--- src/rtl/uart_pkg.sv ---
// Shared UART definitions: parity mode codes, parity-engine state encoding and
// default data-width limits.
package uart_pkg;

  localparam int MAX_WIDTH_DEF = 8;
  localparam int MIN_WIDTH_DEF = 5;

  typedef enum logic [2:0] {
    PAR_NONE  = 3'b000,
    PAR_EVEN  = 3'b001,
    PAR_ODD   = 3'b010,
    PAR_MARK  = 3'b011,
    PAR_SPACE = 3'b100
  } par_mode_e;

  typedef enum logic [1:0] {
    IDLE  = 2'd0,
    ACCUM = 2'd1,
    READY = 2'd2
  } par_state_e;

endpackage

--- src/rtl/uart_serial_parity_engine.sv ---
// Serial parity engine: folds one data bit per strobe into a running XOR, registers
// the final parity bit per mode and optionally checks a received parity bit.
module uart_serial_parity_engine
  import uart_pkg::*;
#(
  parameter int MAX_WIDTH = MAX_WIDTH_DEF,
  parameter int MIN_WIDTH = MIN_WIDTH_DEF
) (
  input  logic                           CLK,
  input  logic                           RST,
  input  logic                           START,
  input  logic [$clog2(MAX_WIDTH+1)-1:0] LEN,
  input  logic [2:0]                     MODE,
  input  logic                           BIT_EN,
  input  logic                           BIT_VAL,
  input  logic                           PAR_STB,
  input  logic                           RX_PAR,
  output logic                           PARITY_BIT,
  output logic                           PAR_READY,
  output logic                           PAR_ERR,
  output logic                           BUSY
);

  localparam int LW = $clog2(MAX_WIDTH+1);

  par_state_e       state_q, state_d;
  par_mode_e        mode_q, mode_d;
  logic [LW-1:0]    len_q, len_d;
  logic [LW-1:0]    cnt_q, cnt_d;
  logic             acc_q, acc_d;
  logic             parity_q, parity_d;
  logic             err_q, err_d;
  logic             len_legal;

  // Reserved encodings collapse onto PAR_NONE so the FSM only ever sees five modes.
  function automatic par_mode_e decode_mode(input logic [2:0] m);
    case (m)
      3'b001:  return PAR_EVEN;
      3'b010:  return PAR_ODD;
      3'b011:  return PAR_MARK;
      3'b100:  return PAR_SPACE;
      default: return PAR_NONE;
    endcase
  endfunction

  function automatic logic mode_bit(input par_mode_e m, input logic acc);
    case (m)
      PAR_EVEN: return acc;
      PAR_ODD:  return ~acc;
      PAR_MARK: return 1'b1;
      default:  return 1'b0;
    endcase
  endfunction

  assign len_legal = (LEN >= LW'(MIN_WIDTH)) && (LEN <= LW'(MAX_WIDTH));

  always_comb begin
    state_d  = state_q;
    mode_d   = mode_q;
    len_d    = len_q;
    cnt_d    = cnt_q;
    acc_d    = acc_q;
    parity_d = parity_q;
    err_d    = err_q;

    if (START) begin
      // START outranks any BIT_EN / PAR_STB arriving in the same cycle.
      len_d    = len_legal ? LEN : LW'(MAX_WIDTH);
      mode_d   = decode_mode(MODE);
      cnt_d    = '0;
      acc_d    = 1'b0;
      parity_d = 1'b0;
      err_d    = 1'b0;
      state_d  = (decode_mode(MODE) == PAR_NONE) ? IDLE : ACCUM;
    end else begin
      case (state_q)
        ACCUM: begin
          if (BIT_EN) begin
            acc_d = acc_q ^ BIT_VAL;
            cnt_d = cnt_q + LW'(1);
            if (cnt_q == len_q - LW'(1)) begin
              parity_d = mode_bit(mode_q, acc_q ^ BIT_VAL);
              state_d  = READY;
            end
          end
        end
        READY: begin
          if (PAR_STB) begin
            err_d   = (RX_PAR != parity_q);
            state_d = IDLE;
          end
        end
        default: ;
      endcase
    end
  end

  always_ff @(posedge CLK or negedge RST) begin
    if (!RST) begin
      state_q  <= IDLE;
      mode_q   <= PAR_NONE;
      len_q    <= '0;
      cnt_q    <= '0;
      acc_q    <= 1'b0;
      parity_q <= 1'b0;
      err_q    <= 1'b0;
    end else begin
      state_q  <= state_d;
      mode_q   <= mode_d;
      len_q    <= len_d;
      cnt_q    <= cnt_d;
      acc_q    <= acc_d;
      parity_q <= parity_d;
      err_q    <= err_d;
    end
  end

  assign PARITY_BIT = parity_q;
  assign PAR_READY  = (state_q == READY);
  assign PAR_ERR    = err_q;
  assign BUSY       = (state_q != IDLE);

endmodule

--- config.mk ---
export PLATFORM = sky130hd
export DESIGN_NAME = uart_serial_parity_engine
export DESIGN_NICKNAME = d
export VERILOG_FILES = /design/src/rtl/uart_pkg.sv /design/src/rtl/uart_serial_parity_engine.sv
export SDC_FILE = /design/constraint.sdc
export NUM_CORES = 1
export LEC_CHECK = 0
export ABC_AREA = 1
export BUFFER_PORTS_ARGS = -buffer_cell sky130_fd_sc_hd__buf_4
export CAP_MARGIN = 20
export CELL_PAD_IN_SITES_DETAIL_PLACEMENT = 0
export CELL_PAD_IN_SITES_GLOBAL_PLACEMENT = 2
export CORE_ASPECT_RATIO = 1.2
export CORE_UTILIZATION = 31
export CTS_BUF_LIST = sky130_fd_sc_hd__clkbuf_8
export CTS_CLUSTER_DIAMETER = 120
export DETAILED_ROUTE_END_ITERATION = 10
export HOLD_SLACK_MARGIN = 0.12
export PLACE_DENSITY = 0.88
export SLEW_MARGIN = 20
export SYNTH_ARGS = -nofsm -noshare
export SYNTH_HDL_FRONTEND = slang
export SYNTH_SLANG_ARGS = --single-unit
--- constraint.sdc ---
create_clock -name CLK -period 1.6 [get_ports CLK]
set_input_delay 0.16 -clock CLK [delete_from_list [all_inputs] [get_ports CLK]]
set_output_delay 0.16 -clock CLK [all_outputs]
set_load 0.05 [all_outputs]
# == Yosys cells after proc, flatten, opt, wreduce, memory -nomap -nowiden ==
# Index checks and enable logic that the tools add are counted.
# word_totals
register_bits,16
latch_bits,0
ram_bits,0
mem_bits_ro,0
output_inout_bits,4
wordCells,63
n_memories,0
# op_classes
add_sub_neg,2
mul,0
div_mod_pow,0
n_lt_le_gt_ge,2
n_eq_ne,14
shifts,0
n_mux,23
bitwise_logic,2
n_reduce_logical,13
# op_table
cell,count
2-to-1 mux 4 bit,4
"== test 3 x 2 -> 1 bit, second input constant",4
one-hot mux 3 bit (4 select lines),1
nonzero test 2 bit,6
2-to-1 mux 1 bit,11
"inequality test 3 bit, second input constant",3
2-to-1 mux 2 bit,4
"== test 3 x 1 -> 1 bit, second input constant",2
"adder 4 x 1 -> 4 bit, second input constant",1
== test 4 bit,1
">= comparator 4 x 3 -> 1 bit, second input constant",1
"less-or-equal comparator 4 bit, second input constant",1
one-hot mux 2 bit (2 select lines),1
AND reduction 2 bit,2
AND reduction 4 bit,1
"subtractor 4 x 1 -> 4 bit, second input constant",1
"== test 3 bit, second input constant",1
logical NOT 3 bit,1
2-to-1 mux 3 bit,1
one-hot mux 1 bit (3 select lines),1
AND reduction 3 bit,1
nonzero test 3 bit,1
"== test 2 x 1 -> 1 bit, second input constant",1
"== test 2 bit, second input constant",1
other kinds (4),4

# == Longest topological paths before layout ==
# depth
depth_word,7
mapped_depth,10
mapped_depth_nobuf,10

# == Worst setup path after synthesis ==
# Ideal clock, no wire load.
# synth_timing
path_kind,register -> register
start,register state_q[0]
end,register err_q (netlist: PAR_ERR)
setup_time_ns,0.096
t_arrival_ns,1.484
path_slack_ns,0.020
path_stages_with_launch,4
path_buffers,0
period_less_slack_ns,1.580
path_cell_list,dfrtp_1 -> nor2_1 -> a21oi_2 -> o31ai_1
# synth_via
elab_chain_len,3
# synth_rtl
item,line_no,source
from (decl),uart_serial_parity_engine.sv:26,"par_state_e state_q, state_d;"
from (signal assigned),uart_serial_parity_engine.sv:108,state_q <= state_d;
== test 2 bit,-,
named net PAR_READY,uart_serial_parity_engine.sv:19,"output logic PAR_READY,"
nonzero test 2 bit (no source line),-,
AND reduction 2 bit (no source line),-,
to (signal assigned),uart_serial_parity_engine.sv:114,err_q <= err_d;
to (decl),uart_serial_parity_engine.sv:32,"logic err_q, err_d;"
# The timed path passes the listed nets, and every way through them passes these cells.
# A chain may end at the register's enable or synchronous reset.

# == Worst setup path in the final report ==
# layout_timing
start,register len_q[0]
end,register state_q[0]
# layout_via
elab_chain_len,4
# layout_rtl
item,line_no,source
from (decl),uart_serial_parity_engine.sv:28,"logic [LW-1:0] len_q, len_d;"
from (signal assigned),uart_serial_parity_engine.sv:110,len_q <= len_d;
subtractor 4 x 1 -> 4 bit,uart_serial_parity_engine.sv:81,if (cnt_q == len_q - LW'(1)) begin
== test 4 bit,uart_serial_parity_engine.sv:81,
inequality test 3 bit (no source line),-,
AND reduction 4 bit (no source line),-,
# No other way between the ends.

==> results by group <==
Outcome
  • Status: complete, no violations

Yosys
  • Largest family of logic cells by synthesized area: simple AND/OR/NAND/NOR gates
  • Yosys warnings: 0
  • Xor/xnor share of the synthesized area: 0.01986
  • Synth cell types: 24
  • Compound-cell area share of the yosys netlist: 0.1319
  • Synth Area per Inst: 7.670 sq um
  • Syn Std Cell Area: 882.1 sq um
  • Seq/Total Area, Yosys: 0.4539
  • Mux cell area share after synthesis: 0
  • Post-synthesis cell count: 115
  • Number of synthesized register bits: 16
  • Synthesized Nets: 131
  • Synth Area in Simple Gates: 0.2780
  • Adder-Cell Fraction of Synth Area: 0.02837

Routing
  • WL final: 1884 um
  • Mean number of vias per cell: 4.810
  • DR WL/cell: 11.21 um
  • Initial DRC Count: 20
  • First-pass DRT Iterations: 4
  • DR vias: 808
  • DRC viols: 0
  • DRT antenna net count: 0

Finish
  • Area Overhead vs Synth: 25.11%
  • Most frequent cells in the layout: nand2_1 (30), buf_4 (17), dfrtp_1 (16), inv_1 (15), nor2_1 (11)
  • Fin util: 0.4200
  • Fill count: 271
  • Share of post-route cells with drive strength above 1: 0.2000
  • Antenna fix cells: 0
  • Most common cell after layout, fill and taps aside: nand2_1
  • Nets: 152

STA
  • Tcrit/Tclk final: 0.8394
  • RSZ-0062 raised after global routing: no
  • Final hold vios: 0
  • # setup viols final: 0
  • Final Critical Period: 1.343 ns
  • Skew final: 0.0008563 ns
  • Final Slew Violations: 0
  • Relative slew slack: 0.7545
  • Fmax: 744.6 MHz
  • Setup TNS: 0 ns
  • Worst slew pin tran: 0.3678 ns

Critical path
  • Crit path buffers/inverters: 2
  • R2R Path Start: len_q[0]
  • Critical path endpoint category: flip-flop
  • Cell repeated most along the worst path: nand2_1
  • Crit-path max cell delay: 0.38 ns
  • Crit. Startpoint: len_q[0]
  • Cells along the critical path: inv_2, ha_1, inv_1, nand2_1, nand2_1, nor2_2, nand4_1, nand3_1, nand2_1
  • Startpoint Class: flip-flop
  • Crit path required time: 1.74 ns
  • Worst-path fanout max: 4
  • Worst path slowest cell: dfrtp_1
  • Worst Path Arrival: 1.48 ns
  • Crit Path Class: flip-flop to flip-flop
  • Delay-heaviest family, CP: simple AND/OR/NAND/NOR gates

Placement
  • Detailed placer's ending HPWL: 1501 um
  • Port Buffers: 17
  • GPL Wtd Cong: 0.8163

Power and ir drop
  • Leakage: 0.0005625 uW
  • Design Power: 1015 uW
  • Pwr Density: 919.8 mW/mm^2
  • Max VDD drop: 0.5834 mV

Global routing
  • First-pass GRT wire length: 3367 um
  • Initial antenna violation count: 0
  • Gr usage total: 0.1494
  • Largest net degree at the start of global routing: 17
  • Vias in the first global route: 761
  • Grt ovf: 0

Floorplanning
  • Num rows: 20
  • Core ar.: 0.002628 sq mm
  • Die Span X: 50.70 um
  • Die area: 0.003064 sq mm
  • Ports: 18
  • Die span in y: 60.44 um
  • Starting Density: 0.3357

Clock tree
  • H-tree levels: 1
  • CTS root buf: clkbuf_8
  • Clock sinks: 16
  • Clk_lat worst skew: 0.25 ns
  • Setup bufs post-CTS: 0
  • CTS tree: yes
  • CTS clk-pin slew, worst paths: 0.06 ns
  • Max Buffers Root-to-Sink: 2
  • CTS buffer count: 3

Min path
  • Hold crit path type: input port to flip-flop
  • Hold_sp: MODE[1]

Flow run
  • Max Cap Viol: 0
==> worst min-delay path, stage by stage <==
cell	delay, ns
buf_4	0.08
nand2_1	0.04
o21ai_0	0.06
==> synthesized netlist by cell type <==
cell type   n  area share
a21boi_1    1      0.0085
a21oi_1     4       0.023
a21oi_2     1      0.0099
a22o_1      1      0.0099
buf_2       1      0.0057
buf_4       1      0.0085
clkinv_2    1      0.0057
dfrtp_1    16        0.45
ha_1        2       0.028
inv_1      15       0.064
inv_2       1      0.0043
nand2_1    30        0.13
nand3_1    10       0.057
nand3_2     1       0.011
nand4_1     3       0.021
nor2_1     11       0.047
nor2_2      1      0.0071
o211ai_1    1      0.0085
o21ai_0     7       0.040
o21bai_1    1      0.0085
o22ai_1     1      0.0071
o31ai_1     2       0.017
or2_2       1      0.0071
xnor2_1     2       0.020
==> path summary, 6_finish.rpt <==
kind                       cells after the start  slack [ns]         end
setup / recovery                               9        0.26  state_q[0]
hold / removal                                 3        0.13   mode_q[1]
setup reg to reg                               9        0.26  state_q[0]
hold reg to reg                                2        0.50     PAR_ERR
max in group asynchronous                      2        1.11    cnt_q[3]
min in group asynchronous                      2        0.31  state_q[0]
==> what timing repair did <==
item,in CTS,in global routing
hold endpoints to repair,16,0
resized for setup,0,0
hold buffers,1,0
==> metrics by stage <==
stage	hold WS (ns)	std cells	area [sq um]	setup slack (ns)
5_1_grt	0.1476	168	1104	0.1307
3_3_place_gp	0.03002	163	1039	0.2677
3_5_place_dp	0.03488	163	1039	0.2381
6_report	0.1273	168	1104	0.2570
2_1_floorplan	-0.1356	115	882.1	0.02048
4_1_cts	0.1309	168	1104	0.2333
==> cells by family after synthesis <==
| logic type | Yosys count |
|---|---|
| AND/OR/NAND/NOR | 57 |
| AO/OA/AOI/OAI | 19 |
| XOR/XNOR | 2 |
| adder cells (fa/ha/maj) | 2 |
| buffers and inverters | 19 |
| flip-flops | 16 |
==> state kept, by name, summed over array words and instances (netlist names) <==
register	count
acc_q	1
len_q	4
state_q	2
cnt_q	4
PARITY_BIT	1
PAR_ERR	1
mode_q	3
==> power breakdown <==
| part | total, uW | internal [uW] | switching [uW] |
|---|---|---|---|
| clock | 359 | 218 | 140 |
| combinational | 206 | 79.4 | 127 |
| sequential | 450 | 430 | 19.9 |
| total | 1020 | 728 | 287 |
==> layer usage <==
metal / vias to the layer above / routed length (um) / GRT usage
li1: 412 / - / -
met1: 375 / 831 / 0.1876
met2: 19 / 980 / 0.2705
met3: 2 / 57 / 0.02256
met4: 0 / 15 / 0.03571
met5: - / 0 / 0
==> final cells by class <==
| type | count | area (sq um) | area share |
|---|---|---|---|
| Multi-Input combinational cell | 80 | 404.1 | 0.3662 |
| Sequential cell | 16 | 400.4 | 0.3628 |
| Timing Repair Buffer | 18 | 137.6 | 0.1247 |
| Inverter | 17 | 65.06 | 0.05896 |
| Clock buffer | 4 | 55.05 | 0.04989 |
| Tap cell | 33 | 41.29 | 0.03741 |
No activity file was read; power rests on OpenSTA's default activity.
